--- config.mk ---
export PLATFORM = sky130hd
export DESIGN_NAME = mant_shift_add_ctrl
export DESIGN_NICKNAME = d
export VERILOG_FILES = /design/src/rtl/fp_mult_pkg.sv /design/src/rtl/mant_shift_add_ctrl_cla.sv /design/src/rtl/mant_shift_add_ctrl.sv
export SDC_FILE = /design/constraint.sdc
export NUM_CORES = 1
export LEC_CHECK = 0
export ABC_CLOCK_PERIOD_IN_PS = 3840
export BUFFER_PORTS_ARGS = -buffer_cell sky130_fd_sc_hd__buf_2
export CAP_MARGIN = 25
export CORE_ASPECT_RATIO = 0.7
export CORE_MARGIN = 10
export CORE_UTILIZATION = 41
export DETAILED_ROUTE_END_ITERATION = 16
export PLACE_DENSITY = 0.62
export SLEW_MARGIN = 30
export SYNTH_ARGS = -nofsm -noshare
export SYNTH_HDL_FRONTEND = slang
export SYNTH_SLANG_ARGS = --single-unit
--- constraint.sdc ---
create_clock -name clk -period 3.84 [get_ports clk]
set_input_delay 0.768 -clock clk [delete_from_list [all_inputs] [get_ports clk]]
set_output_delay 0.768 -clock clk [all_outputs]
set_load 0.1 [all_outputs]
--- src/rtl/fp_mult_pkg.sv ---
// Shared constants and state encoding for the floating-point multiplier datapath.
package fp_mult_pkg;

  localparam int unsigned MW    = 11;
  localparam int unsigned PW    = 2 * MW;
  localparam int unsigned CNT_W = $clog2(MW);

  typedef enum logic [1:0] {
    IDLE = 2'd0,
    RUN  = 2'd1,
    DONE = 2'd2
  } state_e;

endpackage

--- src/rtl/mant_shift_add_ctrl_cla.sv ---
// 22-bit carry-lookahead adder: 4-bit lookahead groups rippling group carries,
// with a final 2-bit group. Purely combinational; clk only times the input check.
module carryLookAhead (
  input  logic        clk,
  input  logic [21:0] a,
  input  logic [21:0] b,
  input  logic        cin,
  output logic [21:0] s,
  output logic        co
);

  localparam int unsigned NG = 5;

  logic [21:0] g;
  logic [21:0] p;
  logic [22:0] c;

  always_comb begin
    g    = a & b;
    p    = a ^ b;
    c    = '0;
    c[0] = cin;
    for (int k = 0; k < NG; k++) begin
      c[4*k+1] = g[4*k] | (p[4*k] & c[4*k]);
      c[4*k+2] = g[4*k+1] | (p[4*k+1] & g[4*k]) | (p[4*k+1] & p[4*k] & c[4*k]);
      c[4*k+3] = g[4*k+2] | (p[4*k+2] & g[4*k+1]) | (p[4*k+2] & p[4*k+1] & g[4*k])
               | (p[4*k+2] & p[4*k+1] & p[4*k] & c[4*k]);
      c[4*k+4] = g[4*k+3] | (p[4*k+3] & g[4*k+2]) | (p[4*k+3] & p[4*k+2] & g[4*k+1])
               | (p[4*k+3] & p[4*k+2] & p[4*k+1] & g[4*k])
               | (p[4*k+3] & p[4*k+2] & p[4*k+1] & p[4*k] & c[4*k]);
    end
    // Trailing 2-bit group covering bits 21:20.
    c[21] = g[20] | (p[20] & c[20]);
    c[22] = g[21] | (p[21] & g[20]) | (p[21] & p[20] & c[20]);
  end

  assign s  = p ^ c[21:0];
  assign co = c[22];

  a_cin_known: assert property (@(posedge clk) !$isunknown(cin));

endmodule

--- src/rtl/mant_shift_add_ctrl.sv ---
// Sequential shift-and-add mantissa multiplier: accepts two MW-bit mantissas,
// iterates MW cycles through one shared adder, returns the PW-bit raw product.
module mant_shift_add_ctrl #(
  parameter int unsigned MW = 11,
  parameter int unsigned PW = 22
) (
  input  logic          clk,
  input  logic          rst_n,
  input  logic          in_valid,
  output logic          in_ready,
  input  logic [MW-1:0] a,
  input  logic [MW-1:0] b,
  output logic          out_valid,
  input  logic          out_ready,
  output logic [PW-1:0] product,
  output logic          busy
);

  import fp_mult_pkg::*;

  state_e            state_q, state_d;
  logic [PW-1:0]     mcand_q, mcand_d;
  logic [MW-1:0]     mplier_q, mplier_d;
  logic [PW-1:0]     acc_q, acc_d;
  logic [CNT_W-1:0]  cnt_q, cnt_d;
  logic [PW-1:0]     product_q, product_d;
  logic              out_valid_q, out_valid_d;
  logic              in_ready_q, in_ready_d;
  logic              busy_q, busy_d;
  logic [PW-1:0]     sum;
  logic              sum_co;

  // Shared adder: acc + mcand every RUN cycle, committed only when the multiplier bit is set.
  carryLookAhead u_cla (
    .clk (clk),
    .a   (acc_q),
    .b   (mcand_q),
    .cin (1'b0),
    .s   (sum),
    .co  (sum_co)
  );

  always_comb begin
    state_d     = state_q;
    mcand_d     = mcand_q;
    mplier_d    = mplier_q;
    acc_d       = acc_q;
    cnt_d       = cnt_q;
    product_d   = product_q;
    out_valid_d = out_valid_q;

    case (state_q)
      IDLE: begin
        if (in_valid && in_ready_q) begin
          mcand_d  = PW'(a);
          mplier_d = b;
          acc_d    = '0;
          cnt_d    = '0;
          state_d  = RUN;
        end
      end
      RUN: begin
        if (mplier_q[0]) acc_d = sum;
        mcand_d  = mcand_q << 1;
        mplier_d = mplier_q >> 1;
        cnt_d    = cnt_q + CNT_W'(1);
        if (cnt_q == CNT_W'(MW - 1)) begin
          product_d   = acc_d;
          out_valid_d = 1'b1;
          state_d     = DONE;
        end
      end
      DONE: begin
        if (out_ready) begin
          out_valid_d = 1'b0;
          state_d     = IDLE;
        end
      end
      default: state_d = IDLE;
    endcase

    // Handshake flags follow the next state so they stay pure register outputs.
    in_ready_d = (state_d == IDLE);
    busy_d     = (state_d != IDLE);
  end

  always_ff @(posedge clk or negedge rst_n) begin
    if (!rst_n) begin
      state_q     <= IDLE;
      mcand_q     <= '0;
      mplier_q    <= '0;
      acc_q       <= '0;
      cnt_q       <= '0;
      product_q   <= '0;
      out_valid_q <= 1'b0;
      in_ready_q  <= 1'b0;
      busy_q      <= 1'b0;
    end else begin
      state_q     <= state_d;
      mcand_q     <= mcand_d;
      mplier_q    <= mplier_d;
      acc_q       <= acc_d;
      cnt_q       <= cnt_d;
      product_q   <= product_d;
      out_valid_q <= out_valid_d;
      in_ready_q  <= in_ready_d;
      busy_q      <= busy_d;
    end
  end

  assign in_ready  = in_ready_q;
  assign out_valid = out_valid_q;
  assign product   = product_q;
  assign busy      = busy_q;

  a_ready_valid_excl: assert property (@(posedge clk) disable iff (!rst_n)
    !(in_ready_q && out_valid_q));

  // Partial sums are bounded by a*2^(cnt+1), so a carry-out in RUN means a datapath bug.
  a_no_carry_in_run: assert property (@(posedge clk) disable iff (!rst_n)
    (state_q == RUN) |-> !sum_co);

endmodule

==> run metrics <==
outcome=completed; DRC violation total after the first TritonRoute iteration=174; relative contribution of the clock network to total power=19.2%; number of max-capacitance violations reported=0; CP Max Fanout=7; netlist area before placement=4476 um^2; placed instance count=654; setup_tns=0 ps; FF-to-FF End=acc_q[21]; Net count, final=571; mean instance size in the synthesized netlist=9.482 um^2; wire length of the first global-routing pass=18.56 mm; overall routed net length=10.96 mm; HPWL after detailed placement=7.603 mm; maximum number of pins on one net before global-route repair=73; Die Width=144.9 um; Fill cells=981; DRC violation count after routing=0; Reg-to-Reg Start=mcand_q[6]; post-detailed-route count of antenna-violating nets=0; number of gates resized after CTS=0; total power per unit cell area=916.6 nW/um^2; number of synthesized register bits=86; P_leak=2.488 nW; Via Count=3449; number of unique standard cell types used by synthesis=44; clock latency on the worst-skew pair=350 ps; count of flip-flops with a built-in enable after synthesis=0; critical path arrival=3560 ps; fraction of layout instances using a drive strength above 1=15.90%; buffer levels on the longest clock path=2; worst setup slack for register-to-register paths=480 ps; minimum clock period=3358 ps; hold buffer count at CTS=0; cell area reported after detailed placement=4875 um^2; Worst Skew=12.03 ps; net count after synthesis=526; final-report setup violation count=0; switching share of power=50.09%; initial antenna violation count=0; CTS buffer count=9; Critical Path End Type=register; Row Count=31; Net Switching=2.385 mW; end-of-flow core utilization=49.42%; first drt pass iteration count=5; residual overflow from global routing=0; count of pins on the block boundary=51; cell count of the worst reg-to-reg path=12; H-tree level count=3; count of placed standard cells in the final layout, fillers left out=670; worst relative slew slack=46.74%; Synth top area share=48.08%; post-synthesis cell count=472; number of global-route vias before repair=3572; buffer count from post-CTS setup fixing=0; register clock-pin slew on the reported worst setup and hold paths=70 ps; Final Hold Viols=0; category of the most critical setup path=reg2reg; number of pins exceeding their max-slew limit in the final report=0; sum of internal, switching and leakage power=4.761 mW; final standard cell area without fillers=5195 um^2; per-cell via count in the routed design=5.148; floorplan core area=10510 um^2; final cycle utilization of the critical path=87.46%; critical path startpoint category=register; placer congestion estimate=0.8326; required time of the critical path=4040 ps; highest clock rate=297.8 MHz; Chip Height=107.4 um; Worst Tran Pin Value=799.0 ps; PortBufs=50; Die Area=15560 um^2; signed area change from the synthesized netlist to the final layout=16.07%; total global routing track utilization=15.03%; part of the power in registers=31.3%; clock root buffer=sky130_fd_sc_hd__clkbuf_16; starting density of the core=42.58%; sequential area share after synthesis=48.08%; number of antenna diodes=0; clock tree from TritonCTS=done; RSZ-0062 raised after global routing=no; Routed WL per cell=16.35 um; Synth async-reset ratio=100.0%; most used flip-flop cell after synthesis=sky130_fd_sc_hd__dfrtp_1; maximum vdd drop=0.5024 mV; # clock sinks=86; most area-consuming cells after synthesis=sky130_fd_sc_hd__dfrtp_1 48%, sky130_fd_sc_hd__nand2_1 9.5%, sky130_fd_sc_hd__o21ai_0 6.6%; worst hold path type=in2async; synthesis warning total=0; combinational cell fraction of total power=49.5%; library cell with the largest summed area after synthesis=sky130_fd_sc_hd__dfrtp_1; count leader, synth=sky130_fd_sc_hd__nand2_1; internal power=2.377 mW; top post-synthesis cells by count=113 x sky130_fd_sc_hd__nand2_1, 86 x sky130_fd_sc_hd__dfrtp_1, 59 x sky130_fd_sc_hd__o21ai_0, 22 x sky130_fd_sc_hd__ha_1, 21 x sky130_fd_sc_hd__mux2i_1
[layer usage]
layer  vias up  part of all wire [%]  GRT usage [%]
met3         4                   7.2          4.674
met4         0                  0.42          4.029
li1       1717                     -              -
met5         -                     0              0
met1      1638                    50          21.75
met2        90                    42          21.05
[state kept, by name (all words and copies together), names as in the netlist]
name,cells
product,22
mcand_q,22
state_q,2
acc_q,22
out_valid,1
mplier_q,11
busy,1
cnt_q,4
in_ready,1
[logic make-up after synthesis]
kind of cell    Yosys count  synth area share, %
flops                    86                48.08
mux                      22                4.948
fa+ha+maj                28                8.834
compound gates          116                15.38
simple gates            160                15.40
xor+xnor                 17                3.327
buf+inv                  43                4.026
[metrics by stage]
| step | setup WS (ps) | hold WS, ps |
|---|---|---|
| finish | 481.7 | 425.7 |
| global placement | 564.4 | 445.9 |
| detailed placement | 486.9 | 454.8 |
| CTS | 455.3 | 470.8 |
| global route | 157.1 | 488.5 |
| floorplan | 834.0 | 446.3 |
[cell usage in the layout, fill, tap and decap left out, drive strengths merged, types with 2 or more instances in the layout]
cell,Yosys,layout
a211o,4,4
a21boi,3,3
a21o,5,5
a21oi,18,18
a22o,4,4
a22oi,10,10
a31oi,2,2
and2,2,2
and3,2,2
buf,4,58
clkbuf,19,9
dfrtp,86,86
fa,6,6
ha,22,22
inv,19,24
mux2i,21,21
nand2,113,113
nand2b,2,2
nand3,9,9
nand3b,5,5
nand4,3,3
nor2,14,14
nor3b,6,6
o21ai,59,59
o22ai,5,5
o31ai,2,2
xnor2,3,3
xor2,14,14
[area by class of cell]
cell class	count	area [um^2]	share of cell area, %
flip-flops and latches	86	2152	41.43
well taps	148	185.2	3.565
multi-input cells	343	2158	41.55
clock buffers	9	225.2	4.335
repair buffers	58	316.6	6.093
inverters	19	71.32	1.373
clock inverters	7	86.33	1.662
[worst max-delay path: stages, from the launching register on]
cell                       delay, ps
sky130_fd_sc_hd__dfrtp_1         400
sky130_fd_sc_hd__ha_1            390
sky130_fd_sc_hd__a21o_2          230
sky130_fd_sc_hd__a221oi_1        390
sky130_fd_sc_hd__a2111o_1        230
sky130_fd_sc_hd__nand3_1         150
sky130_fd_sc_hd__a21boi_0        310
sky130_fd_sc_hd__o21ai_0         180
sky130_fd_sc_hd__fa_1            390
sky130_fd_sc_hd__xor2_1          170
sky130_fd_sc_hd__nand2_1          80
sky130_fd_sc_hd__xor2_1          190
sky130_fd_sc_hd__o22ai_1         100
[worst max path at each step]
stage | startpoint | to | cells past startpoint
after CTS | mcand_q[6] | acc_q[21] | 12
after detailed placement | mcand_q[6] | acc_q[21] | 12
after global placement | mcand_q[6] | acc_q[21] | 12
after floorplan | mcand_q[6] | acc_q[21] | 12
final | mcand_q[6] | acc_q[21] | 12
after global routing | mcand_q[6] | acc_q[21] | 12
[power by group through the flow]
| stage | clock network (mW) | registers (mW) | logic [mW] |
|---|---|---|---|
| 4_1_cts | 0.943 | 1.49 | 2.37 |
| 3_3_place_gp | 0 | 1.48 | 2.31 |
| 5_1_grt | 0.973 | 1.54 | 2.59 |
| 6_report | 0.916 | 1.49 | 2.36 |
| 3_5_place_dp | 0 | 1.50 | 2.36 |
| 2_1_floorplan | 0 | 2.19 | 1.12 |
Power figures use the tool's default switching activity.
